`config.mk`:
```
export PLATFORM = sky130hd
export DESIGN_NAME = aes_round_ctrl
export DESIGN_NICKNAME = d
export VERILOG_FILES = /design/src/rtl/aes_pkg.sv /design/src/rtl/aes_rcon_gen.sv /design/src/rtl/aes_round_ctrl.sv
export SDC_FILE = /design/constraint.sdc
export NUM_CORES = 1
export LEC_CHECK = 0
export BUFFER_PORTS_ARGS = -buffer_cell sky130_fd_sc_hd__buf_2
export CORE_AREA = 2 2 351 353
export CTS_CLUSTER_SIZE = 28
export DETAILED_ROUTE_END_ITERATION = 6
export DIE_AREA = 0 0 353 355
export SLEW_MARGIN = 10
export SYNTH_ARGS = -nofsm -noshare
export SYNTH_HDL_FRONTEND = slang
export SYNTH_HIERARCHICAL = 1
export SYNTH_SLANG_ARGS = --single-unit
```
`constraint.sdc`:
```
create_clock -name clk -period 2.9 [get_ports clk]
set_clock_uncertainty 0.1 [all_clocks]
set_input_delay 0.435 -clock clk [delete_from_list [all_inputs] [get_ports clk]]
set_output_delay 0.435 -clock clk [all_outputs]
set_load 0.005 [all_outputs]
```
`src/rtl/aes_pkg.sv`:
```
// ============================================================================
//  Module  : aes_pkg
//  Purpose : Shared constants, FSM encoding and the GF(2^8) xtime helper for
//            the iterative AES-128 round controller.
//  Ports   : none (package)
//  Rev     : 1.0  initial release
// ============================================================================
`default_nettype none

package aes_pkg;

  localparam int NR     = 10;                // AES-128 round count
  localparam int DATA_W = 128;               // state / key width
  localparam int RND_W  = $clog2(NR + 1);    // round counter width

  localparam logic [7:0] RCON_INIT  = 8'h01;
  localparam logic [7:0] XTIME_POLY = 8'h1B;

  typedef enum logic [1:0] {
    ST_IDLE = 2'd0,
    ST_RUN  = 2'd1,
    ST_DONE = 2'd2
  } ctrl_state_e;

  // Multiply by x in GF(2^8) modulo x^8+x^4+x^3+x+1.
  function automatic logic [7:0] xtime(input logic [7:0] a);
    return {a[6:0], 1'b0} ^ (a[7] ? XTIME_POLY : 8'h00);
  endfunction

endpackage

`default_nettype wire

```
`src/rtl/aes_rcon_gen.sv`:
```
// ============================================================================
//  Module  : aes_rcon_gen
//  Purpose : Round-constant register. Loads the initial Rcon when a block is
//            accepted and advances by xtime once per executed round.
//  Ports   : clk      in   clock
//            rst_n    in   asynchronous active-low reset
//            load_i   in   reload initial Rcon (has priority over step_i)
//            step_i   in   advance Rcon by one round
//            rcon_o   out  current Rcon
//  Rev     : 1.0  initial release
// ============================================================================
`default_nettype none

module aes_rcon_gen
  import aes_pkg::*;
(
  input  logic       clk,
  input  logic       rst_n,
  input  logic       load_i,
  input  logic       step_i,
  output logic [7:0] rcon_o
);

  logic [7:0] rcon_q;
  logic [7:0] rcon_d;

  always_comb begin
    rcon_d = rcon_q;
    if (load_i) begin
      rcon_d = RCON_INIT;
    end else if (step_i) begin
      rcon_d = xtime(rcon_q);
    end
  end

  always_ff @(posedge clk or negedge rst_n) begin
    if (!rst_n) begin
      rcon_q <= RCON_INIT;
    end else begin
      rcon_q <= rcon_d;
    end
  end

  assign rcon_o = rcon_q;

endmodule

`default_nettype wire

```
`src/rtl/aes_round_ctrl.sv`:
```
// ============================================================================
//  Module  : aes_round_ctrl
//  Purpose : Sequencer for an iterative AES-128 encrypt core. Holds the state
//            and round-key registers, drives an external round function and
//            key-schedule step for NR rounds, and hands the ciphertext out on
//            a valid/ready handshake. One block in flight at a time.
//  Ports   : clk, rst_n                      clock, async active-low reset
//            in_valid/in_ready, key,
//            plain_text                      input block handshake
//            rnd_state, rnd_key, rnd_rcon,
//            rnd_last                        to round function / key schedule
//            rnd_state_nxt, rnd_key_nxt      results back from the datapath
//            out_valid/out_ready,
//            cipher_text                     output block handshake
//            busy                            high in RUN or DONE
//  Rev     : 1.0  initial release
// ============================================================================
`default_nettype none

module aes_round_ctrl #(
  parameter int NR     = aes_pkg::NR,
  parameter int DATA_W = aes_pkg::DATA_W
) (
  input  logic              clk,
  input  logic              rst_n,
  input  logic              in_valid,
  output logic              in_ready,
  input  logic [DATA_W-1:0] key,
  input  logic [DATA_W-1:0] plain_text,
  output logic [DATA_W-1:0] rnd_state,
  output logic [DATA_W-1:0] rnd_key,
  output logic [7:0]        rnd_rcon,
  output logic              rnd_last,
  input  logic [DATA_W-1:0] rnd_state_nxt,
  input  logic [DATA_W-1:0] rnd_key_nxt,
  output logic              out_valid,
  input  logic              out_ready,
  output logic [DATA_W-1:0] cipher_text,
  output logic              busy
);

  import aes_pkg::*;

  localparam int                 CNT_W    = $clog2(NR + 1);
  localparam logic [CNT_W-1:0]   LAST_RND = CNT_W'(NR);

  ctrl_state_e       state_q, state_d;
  logic [DATA_W-1:0] data_q;
  logic [DATA_W-1:0] key_q;
  logic [CNT_W-1:0]  round_q;

  logic accept;
  logic step;
  logic at_last;

  assign accept  = (state_q == ST_IDLE) && in_valid;
  assign step    = (state_q == ST_RUN);
  assign at_last = (round_q == LAST_RND);

  always_comb begin
    state_d = state_q;
    case (state_q)
      ST_IDLE: if (in_valid)  state_d = ST_RUN;
      ST_RUN:  if (at_last)   state_d = ST_DONE;
      ST_DONE: if (out_ready) state_d = ST_IDLE;
      default:                state_d = ST_IDLE;  // unused encoding recovers
    endcase
  end

  always_ff @(posedge clk or negedge rst_n) begin
    if (!rst_n) begin
      state_q <= ST_IDLE;
    end else begin
      state_q <= state_d;
    end
  end

  // Accept performs the initial AddRoundKey; each RUN cycle commits one round.
  // The counter saturates at NR so it can never run past the last round.
  always_ff @(posedge clk or negedge rst_n) begin
    if (!rst_n) begin
      data_q  <= '0;
      key_q   <= '0;
      round_q <= '0;
    end else if (accept) begin
      data_q  <= plain_text ^ key;
      key_q   <= key;
      round_q <= CNT_W'(1);
    end else if (step) begin
      data_q  <= rnd_state_nxt;
      key_q   <= rnd_key_nxt;
      if (!at_last) begin
        round_q <= round_q + CNT_W'(1);
      end
    end
  end

  aes_rcon_gen u_rcon (
    .clk    (clk),
    .rst_n  (rst_n),
    .load_i (accept),
    .step_i (step),
    .rcon_o (rnd_rcon)
  );

  // Handshake outputs decode the state register only, so there is no
  // combinational path from in_valid or out_ready.
  assign in_ready    = (state_q == ST_IDLE);
  assign out_valid   = (state_q == ST_DONE);
  assign busy        = (state_q == ST_RUN) || (state_q == ST_DONE);
  assign rnd_last    = step && at_last;
  assign rnd_state   = data_q;
  assign rnd_key     = key_q;
  assign cipher_text = data_q;

endmodule

`default_nettype wire
```
==> flow_metrics.env <==
export IMPL_critPathMaxStageDelay_ps=570
export IMPL_multi_input_area_um2=6292
export IMPL_core_region_area_um2=121400
export IMPL_synth_top_cell_by_area="dfrtp_1"
export IMPL_synthCells=1436
export IMPL_grt_usage_pct=12.48
export IMPL_ys_types=28
export IMPL_numCtsBuffers=37
export IMPL_slew_headroom_pct=50.10
export IMPL_yosys_warnings=6
export IMPL_cp_max_fo=26
export IMPL_antenna_found_initial=55
export IMPL_wl_per_cell_um=19.42
export IMPL_pin_count=912
export IMPL_finalCriticalPeriod_ps=2777
export IMPL_gr_total_overflow=0
export IMPL_fin_setup_tns_ps=0
export IMPL_crit_family="buffers and inverters"
export IMPL_hold_start="key[22]"
export IMPL_dr_first_iter_drc_count=907
export IMPL_yosysSeqAreaShare_pct=46.47
export IMPL_final_seq_area_um2=6758
export IMPL_worst_pin_slew_ps=746.0
export IMPL_hold_class="input port to register"
export IMPL_critical_path_endpoint_type="register"
export IMPL_ys_flop_type="dfrtp_1"
export IMPL_rsz0062_at_grt="no"
export IMPL_grt_first_pass_wirelength_mm=112.4
export IMPL_p_total_mw=24.90
export IMPL_grt_pass1_vias=15280
export IMPL_p_leak_nw=11.68
export IMPL_cts_tree="built"
export IMPL_clk_path_buf_depth=3
export IMPL_path_buf_inv=4
export IMPL_via_per_inst=3.620
export IMPL_num_vias=15200
export IMPL_maxClockFrequency_ghz=0.3601
export IMPL_cap_violations=0
export IMPL_drc_errors=0
export IMPL_drive_above_1_share_pct=40.41
export IMPL_ys_ff_latch=270
export IMPL_clk_latency_ps=570
export IMPL_crit_start="state_q[1]"
export IMPL_crit_type="register to register"
export IMPL_numPortBuffers=911
export IMPL_ctsHtreeMaxLevel=2
export IMPL_drv_slew=0
export IMPL_ir_drop_mv=0.5432
export IMPL_dr_pass1_iters=5
export IMPL_crit_chain="inv_1 -> ha_4 -> buf_12 -> buf_12 -> mux2i_1 -> o21ai_1 -> dlygate4sd3_1"
export IMPL_synth_edff_count=0
export IMPL_rows=128
export IMPL_cp_start_kind="register"
export IMPL_synth_async_reset_ratio_pct=100.0
export IMPL_arrival_ps=3130
export IMPL_drt_total_wl_mm=81.53
export IMPL_grt_max_degree=85
export IMPL_power_density_nw_per_um2=1013
export IMPL_synth_top_area_share_pct=46.29
export IMPL_setup_viol=0
export IMPL_final_common_cell="buf_2"
export IMPL_cp_required_ps=3260
export IMPL_synth_nets=1958
export IMPL_final_cell_mix="buf_2 (910), dlygate4sd3_1 (301), dfrtp_1 (269), mux2i_1 (261), nand2_1 (260)"
export IMPL_start_util_pct=11.98
export IMPL_nFillCells=13390
export IMPL_cts_clk_slew_worst_paths_ps=60
export IMPL_gp_congestion=0.9556
export IMPL_dieArea_um2=125300
export IMPL_syn_cell_area_um2=14540
export IMPL_outcome="complete, no violations"
export IMPL_synth_avg_cell_area_um2=10.13
export IMPL_finalCritPeriodShare_pct=95.75
export IMPL_area_growth_pct=69.09
export IMPL_r2r_start="state_q[1]"
export IMPL_synth_area_leaders="dfrtp_1 (46%), mux2i_1 (18%), o21ai_1 (8.8%)"
export IMPL_die_h_um=355
export IMPL_drtAntennaViolNets=0
export IMPL_die_x_um=353
export IMPL_nets=3056
export IMPL_cp_slowest_cell="dlygate4sd3_1"
export IMPL_hold_viol_final=0
export IMPL_dp_hpwl_mm=66.06
export IMPL_cpMostUsedCell="buf_12"
export IMPL_root_buffer="clkbuf_16"
export IMPL_cts_sinks=270
## metrics by stage
stage | setup WS (ps) | instance area (µm²) | hold slack [ps] | util, % | instances
after global routing | 4.370 | 24560 | 20.99 | 20.23 | 4188
after detailed placement | 644.8 | 20340 | 366.9 | 16.75 | 3819
after floorplan | 1024 | 14540 | 39.41 | - | 1436
after CTS | 132.2 | 24540 | 0.1164 | 20.21 | 4181
after global placement | 680.5 | 20340 | 360.3 | 16.75 | 3819
final | 123.3 | 24590 | 57.88 | 20.25 | 4199
## layout make-up
cell class | instances | share of cell area [%]
antenna | 18 | 0.1832
clock buffer | 52 | 4.239
clock inverter | 9 | 0.5750
inverter | 7 | 0.1577
multi-input combinational | 942 | 25.59
sequential | 270 | 27.48
tap | 1625 | 8.269
timing repair buffer | 1276 | 33.50
## report_power, final
part / switching, mW / leakage [nW] / internal (mW)
logic: 6.27 / 7.82 / 6.42
registers: 1.84 / 3.28 / 5.71
clock network: 1.88 / 0.579 / 2.77
## timing repair
action | in CTS | in global routing
endpoints found under the hold margin | 243 | 0
endpoints found under the setup margin | 0 | 16
hold buffers | 301 | 0
buffers inserted | 0 | 0
gates resized for setup | 0 | 2
## flip-flops by register name, indices dropped and copies added, names as in the netlist
register       flops
cipher_text      128
rnd_key          128
u_rcon/rcon_o      8
round_q            4
state_q            2
## worst paths after layout
path                               endpoint  slack (ps)  cells after the start
max                            rnd_key[109]         120                      7
min                             rnd_key[22]          60                      3
max reg2reg                    rnd_key[109]         120                      7
min reg2reg                     rnd_key[24]         450                      2
max in group asynchronous  cipher_text[117]        1570                      3
min in group asynchronous   cipher_text[88]         330                      2
## tightest hold or removal path, delay by kind of cell
family,cells,cell delay (ps)
buf+inv,1,100
compound gates,1,70
simple gates,1,50
## logic make-up (layout without fill, tap and decap cells)
family | after synthesis | after routing | share of synthesized area, %
other | 0 | 18 | 0
AOI/OAI and AO/OA | 267 | 267 | 9.379
and+or+nand+nor | 275 | 275 | 7.279
buffers and inverters | 224 | 1344 | 10.36
xor gates and xnor gates | 132 | 132 | 7.950
adders and majority gates | 6 | 6 | 0.5162
DFF | 270 | 270 | 46.47
muxes | 262 | 262 | 18.04
## synthesized netlist by cell type (2+ instances only)
cell type,count
a211oi_1,3
a21oi_1,2
buf_2,39
buf_4,164
clkbuf_1,13
dfrtp_1,269
ha_1,6
inv_1,6
mux2i_1,261
nand2_1,261
nor2_1,9
o21ai_1,257
xnor2_1,3
xor2_1,129
## layer usage
layer | part of all wire, % | wire, µm | track usage [%] | vias to the layer above
met5 | 0.16 | 132 | 0 | -
met4 | 4.1 | 3382 | 5.030 | 22
met3 | 10 | 8215 | 4.697 | 178
met2 | 44 | 36090 | 19.40 | 804
met1 | 41 | 33710 | 15.51 | 7270
li1 | - | - | - | 6926
Note: power is estimated with default switching activity, not from simulation.
